File: config.mk
export PLATFORM = sky130hd
export DESIGN_NAME = muldiv_seq
export DESIGN_NICKNAME = d
export VERILOG_FILES = /design/src/rtl/muldiv_seq.sv
export SDC_FILE = /design/constraint.sdc
export NUM_CORES = 1
export LEC_CHECK = 0
export CORE_UTILIZATION = 30
export DETAILED_ROUTE_END_ITERATION = 10
export PLACE_DENSITY = 0.49
export SKIP_CTS_REPAIR_TIMING = 1
export SYNTH_ARGS = -nofsm -noshare
export SYNTH_HDL_FRONTEND = slang
export SYNTH_SLANG_ARGS = --single-unit
File: constraint.sdc
create_clock -name clk -period 7.5 [get_ports clk]
set_input_delay 1.5 -clock clk [delete_from_list [all_inputs] [get_ports clk]]
set_output_delay 1.5 -clock clk [all_outputs]
set_load 0.005 [all_outputs]
File: src/rtl/muldiv_seq.sv
// rtl/muldiv_seq.sv - sequential RV32M multiply/divide unit
//
// Purpose:
//   Iterative multiplier (shift-add, one multiplier bit per cycle) and
//   restoring divider (one quotient bit per cycle) for the RV32M funct3
//   operations. Operands are reduced to magnitudes on acceptance; the sign
//   fixup and result-field selection happen in one extra cycle after the
//   last iteration, so a full operation shows resp_valid after the 33rd
//   edge following acceptance.
//
// Ports:
//   clk         in   sole clock, rising edge
//   rst_n       in   synchronous active-low reset
//   req_valid   in   request present
//   req_ready   out  request can be accepted (IDLE, no flush, not in reset)
//   op[2:0]     in   funct3: MUL MULH MULHSU MULHU DIV DIVU REM REMU
//   a, b        in   rs1 / rs2 operands
//   flush       in   abort any operation, no response
//   resp_valid  out  result available (DONE only)
//   resp_ready  in   consumer takes result
//   result      out  registered operation result
//   busy        out  high whenever not IDLE
//
// Configuration:
//   MULDIV_EARLY_OUT_EN  when defined, divide-by-zero, signed divide
//                        overflow and multiplies by zero skip iteration and
//                        respond after the first edge following acceptance.

module muldiv_seq #(
  parameter int XLEN = 32
) (
  input  logic            clk,
  input  logic            rst_n,
  input  logic            req_valid,
  output logic            req_ready,
  input  logic [2:0]      op,
  input  logic [XLEN-1:0] a,
  input  logic [XLEN-1:0] b,
  input  logic            flush,
  output logic            resp_valid,
  input  logic            resp_ready,
  output logic [XLEN-1:0] result,
  output logic            busy
);

  typedef enum logic [1:0] {
    IDLE = 2'd0,
    MUL  = 2'd1,
    DIV  = 2'd2,
    DONE = 2'd3
  } state_t;

  state_t              state_q, state_d;
  logic [2:0]          op_q, op_d;
  logic                neg_q, neg_d;          // negate product / quotient
  logic                rem_neg_q, rem_neg_d;  // negate remainder (sign of a)
  logic [XLEN-1:0]     opnd_q, opnd_d;        // multiplicand or divisor magnitude
  logic [2*XLEN-1:0]   acc_q, acc_d;          // MUL: {hi, multiplier}; DIV: {rem, quot}
  logic [4:0]          cnt_q, cnt_d;
  logic                fix_q, fix_d;          // iterations finished, fixup pending
  logic [XLEN-1:0]     result_q, result_d;

  // Operand decode at acceptance time.
  logic            sgn_a, sgn_b;
  logic            a_neg, b_neg;
  logic [XLEN-1:0] a_mag, b_mag;
  logic            b_zero;

  // One iteration of each algorithm.
  logic [XLEN:0]     mul_sum;
  logic [2*XLEN-1:0] mul_next;
  logic [XLEN:0]     div_trial;
  logic [XLEN:0]     div_diff;
  logic              div_ge;
  logic [2*XLEN-1:0] div_next;

  // Sign fixup and field selection.
  logic [2*XLEN-1:0] prod_fix;
  logic [XLEN-1:0]   quot_fix;
  logic [XLEN-1:0]   rem_fix;
  logic [XLEN-1:0]   fix_result;

`ifdef MULDIV_EARLY_OUT_EN
  logic              early_hit;
  logic [2*XLEN-1:0] early_acc;
`endif

  always_comb begin
    sgn_a  = (op == 3'b001) || (op == 3'b010) || (op[2] && !op[0]);
    sgn_b  = (op == 3'b001) || (op[2] && !op[0]);
    a_neg  = sgn_a && a[XLEN-1];
    b_neg  = sgn_b && b[XLEN-1];
    a_mag  = a_neg ? (~a + 1'b1) : a;
    b_mag  = b_neg ? (~b + 1'b1) : b;
    b_zero = (b == '0);
  end

`ifdef MULDIV_EARLY_OUT_EN
  // Early accumulator contents are chosen so the normal fixup path yields
  // the architectural result: b==0 gives all-ones quotient and |a| as the
  // remainder; overflow gives quotient magnitude 2^(XLEN-1), remainder 0.
  always_comb begin
    early_hit = 1'b0;
    early_acc = '0;
    if (op[2]) begin
      if (b_zero) begin
        early_hit = 1'b1;
        early_acc = {a_mag, {XLEN{1'b1}}};
      end else if (!op[0] && (a == {1'b1, {(XLEN-1){1'b0}}}) && (b == {XLEN{1'b1}})) begin
        early_hit = 1'b1;
        early_acc = {{XLEN{1'b0}}, 1'b1, {(XLEN-1){1'b0}}};
      end
    end else if ((a == '0) || b_zero) begin
      early_hit = 1'b1;
      early_acc = '0;
    end
  end
`endif

  always_comb begin
    // Shift-add: add multiplicand into the high half when the current
    // multiplier LSB is set, then shift the whole accumulator right.
    mul_sum  = {1'b0, acc_q[2*XLEN-1:XLEN]} + (acc_q[0] ? {1'b0, opnd_q} : {(XLEN+1){1'b0}});
    mul_next = {mul_sum, acc_q[XLEN-1:1]};

    // Restoring division: shift the next dividend bit into the partial
    // remainder and subtract the divisor when it fits. The trial needs a
    // 33rd bit because the shifted remainder can exceed XLEN bits.
    div_trial = {acc_q[2*XLEN-1:XLEN], acc_q[XLEN-1]};
    div_diff  = div_trial - {1'b0, opnd_q};
    div_ge    = (div_trial >= {1'b0, opnd_q});
    div_next  = {(div_ge ? div_diff[XLEN-1:0] : div_trial[XLEN-1:0]),
                 acc_q[XLEN-2:0], div_ge};
  end

  always_comb begin
    prod_fix = neg_q ? (~acc_q + 1'b1) : acc_q;
    quot_fix = neg_q ? (~acc_q[XLEN-1:0] + 1'b1) : acc_q[XLEN-1:0];
    rem_fix  = rem_neg_q ? (~acc_q[2*XLEN-1:XLEN] + 1'b1) : acc_q[2*XLEN-1:XLEN];
    if (op_q[2]) begin
      fix_result = op_q[1] ? rem_fix : quot_fix;
    end else begin
      fix_result = (op_q[1:0] == 2'b00) ? prod_fix[XLEN-1:0] : prod_fix[2*XLEN-1:XLEN];
    end
  end

  always_comb begin
    state_d   = state_q;
    op_d      = op_q;
    neg_d     = neg_q;
    rem_neg_d = rem_neg_q;
    opnd_d    = opnd_q;
    acc_d     = acc_q;
    cnt_d     = cnt_q;
    fix_d     = fix_q;
    result_d  = result_q;

    req_ready  = rst_n && (state_q == IDLE) && !flush;
    resp_valid = (state_q == DONE);
    busy       = (state_q != IDLE);

    case (state_q)
      IDLE: begin
        if (req_valid && req_ready) begin
          op_d      = op;
          rem_neg_d = a_neg;
          cnt_d     = '0;
          fix_d     = 1'b0;
          if (op[2]) begin
            // A zero divisor leaves the all-ones quotient un-negated.
            neg_d   = (a_neg ^ b_neg) && !b_zero;
            opnd_d  = b_mag;
            acc_d   = {{XLEN{1'b0}}, a_mag};
            state_d = DIV;
          end else begin
            neg_d   = a_neg ^ b_neg;
            opnd_d  = a_mag;
            acc_d   = {{XLEN{1'b0}}, b_mag};
            state_d = MUL;
          end
`ifdef MULDIV_EARLY_OUT_EN
          if (early_hit) begin
            acc_d = early_acc;
            fix_d = 1'b1;
          end
`endif
        end
      end

      MUL, DIV: begin
        if (fix_q) begin
          result_d = fix_result;
          fix_d    = 1'b0;
          state_d  = DONE;
        end else begin
          acc_d = (state_q == MUL) ? mul_next : div_next;
          cnt_d = cnt_q + 5'd1;
          if (cnt_q == 5'd31) begin
            fix_d = 1'b1;
          end
        end
      end

      DONE: begin
        if (resp_ready) begin
          state_d = IDLE;
        end
      end

      default: begin
        state_d = IDLE;
      end
    endcase

    if (flush) begin
      state_d = IDLE;
      cnt_d   = '0;
      fix_d   = 1'b0;
    end
  end

  always_ff @(posedge clk) begin
    if (!rst_n) begin
      state_q   <= IDLE;
      op_q      <= '0;
      neg_q     <= 1'b0;
      rem_neg_q <= 1'b0;
      opnd_q    <= '0;
      acc_q     <= '0;
      cnt_q     <= '0;
      fix_q     <= 1'b0;
      result_q  <= '0;
    end else begin
      state_q   <= state_d;
      op_q      <= op_d;
      neg_q     <= neg_d;
      rem_neg_q <= rem_neg_d;
      opnd_q    <= opnd_d;
      acc_q     <= acc_d;
      cnt_q     <= cnt_d;
      fix_q     <= fix_d;
      result_q  <= result_d;
    end
  end

  assign result = result_q;

endmodule
==> metrics <==
Max Cap Viol=0; Hold Vio Cnt, Final=0; CTS root buffer=clkbuf_16; commonest cells after routing, fill and taps aside=nand2_1, nor2_1, o21ai_0; share of layout cells above drive strength 1=5.805%; CP endpoint kind=primary output; worst-case clock buffer depth=2; CTS tree=yes; syn_area_per_cell=7.115 µm²; Slew HR=21.33%; status=complete, no violations; crit path time final=4.864 ns; Critical Path Start=rst_n; crit path kind=in -> out; Synth Area in XOR/XNOR=11.91%; Peak VDD IR=117.9 µV; GR Overflow Total=0; total power draw=0.002681 W; largest family of logic cells by synthesized area=compound AO/OA/AOI/OAI gates; Slew Viols, Final=0; Vias/cell=5.813; RSZ-0062 raised after global routing=no; CP Data Required Time=6.00 ns; routed vias=15,450; DP HPWL=46.47 mm; Core Area=0.04695 mm²; Avg WL per Cell=22.74 µm; Initial Utilization=30.70%; hold_ws=0.4498 ns; gp weighted congestion=0.9131; FF-to-FF End=acc_q[54]; placed cells=2,625; DR pass1 iterations=6; first-pass GRT wire length=91.11 mm; final setup fails=0; post-synthesis adder-cell area fraction=6.701%; DRT iter0 DRCs=1,512; final non-filler cell total=2,657; Skew-Pair Late Insertion Delay=0.46 ns; most common cell after layout, fill and taps aside=nand2_1; Fin Setup TNS=0 ns; mux cell area share after synthesis=4.540%; CP dominant cell by count=clkdlybuf4s50_1; total track usage=24.28%; Worst-path clk slew=0.06 ns; number of port buffers=106; Reg2Reg Setup Slack=3.07 ns; layout overhead on the synthesized area=14.65%; Async S/R FF share, synth=0%; Rows=79; critical path capture point=req_ready; Setup Skew=0.01176 ns; Simple-Gate Fraction of Synth Area=21.30%; reg2reg start=acc_q[0]; post-route DRC violation count=0; Synth Area in Compound Gates=29.93%; width of the die=221.2 µm; ANT nets after route=0; CTS Buf Count=17; Final Util=35.20%; die area=0.04893 mm²; Cell Area, Synth=0.01442 mm²; Max FO, Critical Path=9; Hold Crit Class=reg -> reg; yosys warns=0; Worst-Margin Slew=1.177 ns; initial antenna violation count=1; Die Y=221.2 µm; Leakage=6.437 nW; dominant synthesized flop cell=dfxtp_1; crit-path cells=clkdlybuf4s50_1, nand2b_1, nor2_1, clkdlybuf4s50_1; EDFF count, synth=0; FF+latch count, synth=141; number of global-route vias before repair=14,410; Post-Syn Instances=2,026; Critical Path Start Type=input pin; Crit-path slowest cell=clkdlybuf4s50_1; CTS sink count=141; Yosys cell types=85; largest net degree at the start of global routing=73; part of the cycle the worst path needs=64.86%; fmax=205.6 MHz; Worst Reg-to-Reg Cells=12; Arr. time, crit path=3.36 ns; final WL=60.43 mm; crit-path max cell delay=0.67 ns; post-synthesis net count=2,174; I/O Pins=107; nets=2,185; filler cell count=4,975; ant diodes=0; Power Dens Cells=162.2 mW/mm²; sequential cell area fraction in the yosys report=19.58%; H-tree depth=4
cell families (layout without fill, tap and decap cells):
family | after synthesis | in the layout
AOI/OAI and AO/OA | 673 | 673
and+or+nand+nor | 653 | 653
buffers and inverters | 225 | 249
xor gates and xnor gates | 196 | 196
DFF | 141 | 141
adders and majority gates | 76 | 76
muxes | 62 | 62
power breakdown:
part | internal (W) | switching (W) | total [W] | leakage [nW]
sequential | 0.000775 | 0.0000453 | 0.000820 | 1.14
clock | 0.000562 | 0.000394 | 0.000956 | 0.301
combinational | 0.000323 | 0.000582 | 0.000905 | 4.99
total | 0.00166 | 0.00102 | 0.00268 | 6.44
synth_stat cells, types with 12 or more instances:
library cell	count	area, µm²
dfxtp_1	141	2823
nor2_1	185	694.4
nand2b_1	22	137.6
or3_1	19	118.9
nand2_1	220	825.8
buf_1	12	45.04
a211oi_1	42	315.3
nand3_1	46	230.2
and3_1	12	75.07
or4_1	16	120.1
nor4_1	14	87.58
and2_1	17	106.4
a21oi_1	172	860.8
o31ai_1	32	240.2
xnor2_1	98	858.3
nand4_1	13	81.33
nor3_1	44	220.2
o21ai_0	176	880.8
mux2i_1	35	350.3
ha_1	74	925.9
inv_1	81	304.0
o221ai_1	13	113.9
a221oi_1	23	201.4
mux2_2	27	304.0
a21o_1	41	307.8
a31oi_1	20	125.1
o211ai_1	24	180.2
nor2b_1	13	81.33
clkbuf_1	120	450.4
xor2_1	98	858.3
critical path, delay by kind of cell:
family | cells | cell delay (ns)
buffers and inverters | 2 | 1.26
and+or+nand+nor | 2 | 0.59
routing by layer:
metal	track usage [%]	vias to the layer above	wire [µm]
met2	37.33	650	26510
li1	-	7364	-
met4	7.534	0	1420
met3	4.422	70	4504
met1	34.09	7361	28000
met5	0	-	0
flip-flops by register name (all words and copies together) (netlist names):
signal,count
result,32
op_q,3
state_q,2
rem_neg_q,1
acc_q,64
neg_q,1
opnd_q,32
cnt_q,5
fix_q,1
cell type report:
class | count | area (µm²) | share of cell area (%)
clock inverter | 15 | 209.0 | 1.264
timing repair buffer | 133 | 1259 | 7.616
clock buffer | 17 | 425.4 | 2.574
inverter | 84 | 315.3 | 1.908
sequential | 141 | 2824 | 17.09
multi-input combinational | 1660 | 10740 | 64.96
tap | 607 | 759.5 | 4.595
per-stage QoR:
step           cell area, µm²  setup slack, ns
2_1_floorplan           14420            3.679
3_3_place_gp            15890            2.515
3_5_place_dp            15890            2.325
4_1_cts                 16520            2.658
5_1_grt                 16530            2.529
6_report                16530            2.636
worst min-delay path by stage:
| stage | from | end | slack [ns] | cells after the start |
|---|---|---|---|---|
| 6_report | result[11] | result[11] | 0.45 | 2 |
| 3_3_place_gp | opnd_q[14] | opnd_q[14] | 0.44 | 2 |
| 4_1_cts | opnd_q[14] | opnd_q[14] | 0.46 | 2 |
| 3_5_place_dp | result[11] | result[11] | 0.45 | 2 |
| 2_1_floorplan | opnd_q[8] | opnd_q[8] | 0.43 | 2 |
| 5_1_grt | result[11] | result[11] | 0.47 | 2 |
Note: power is estimated with default switching activity, not from simulation.
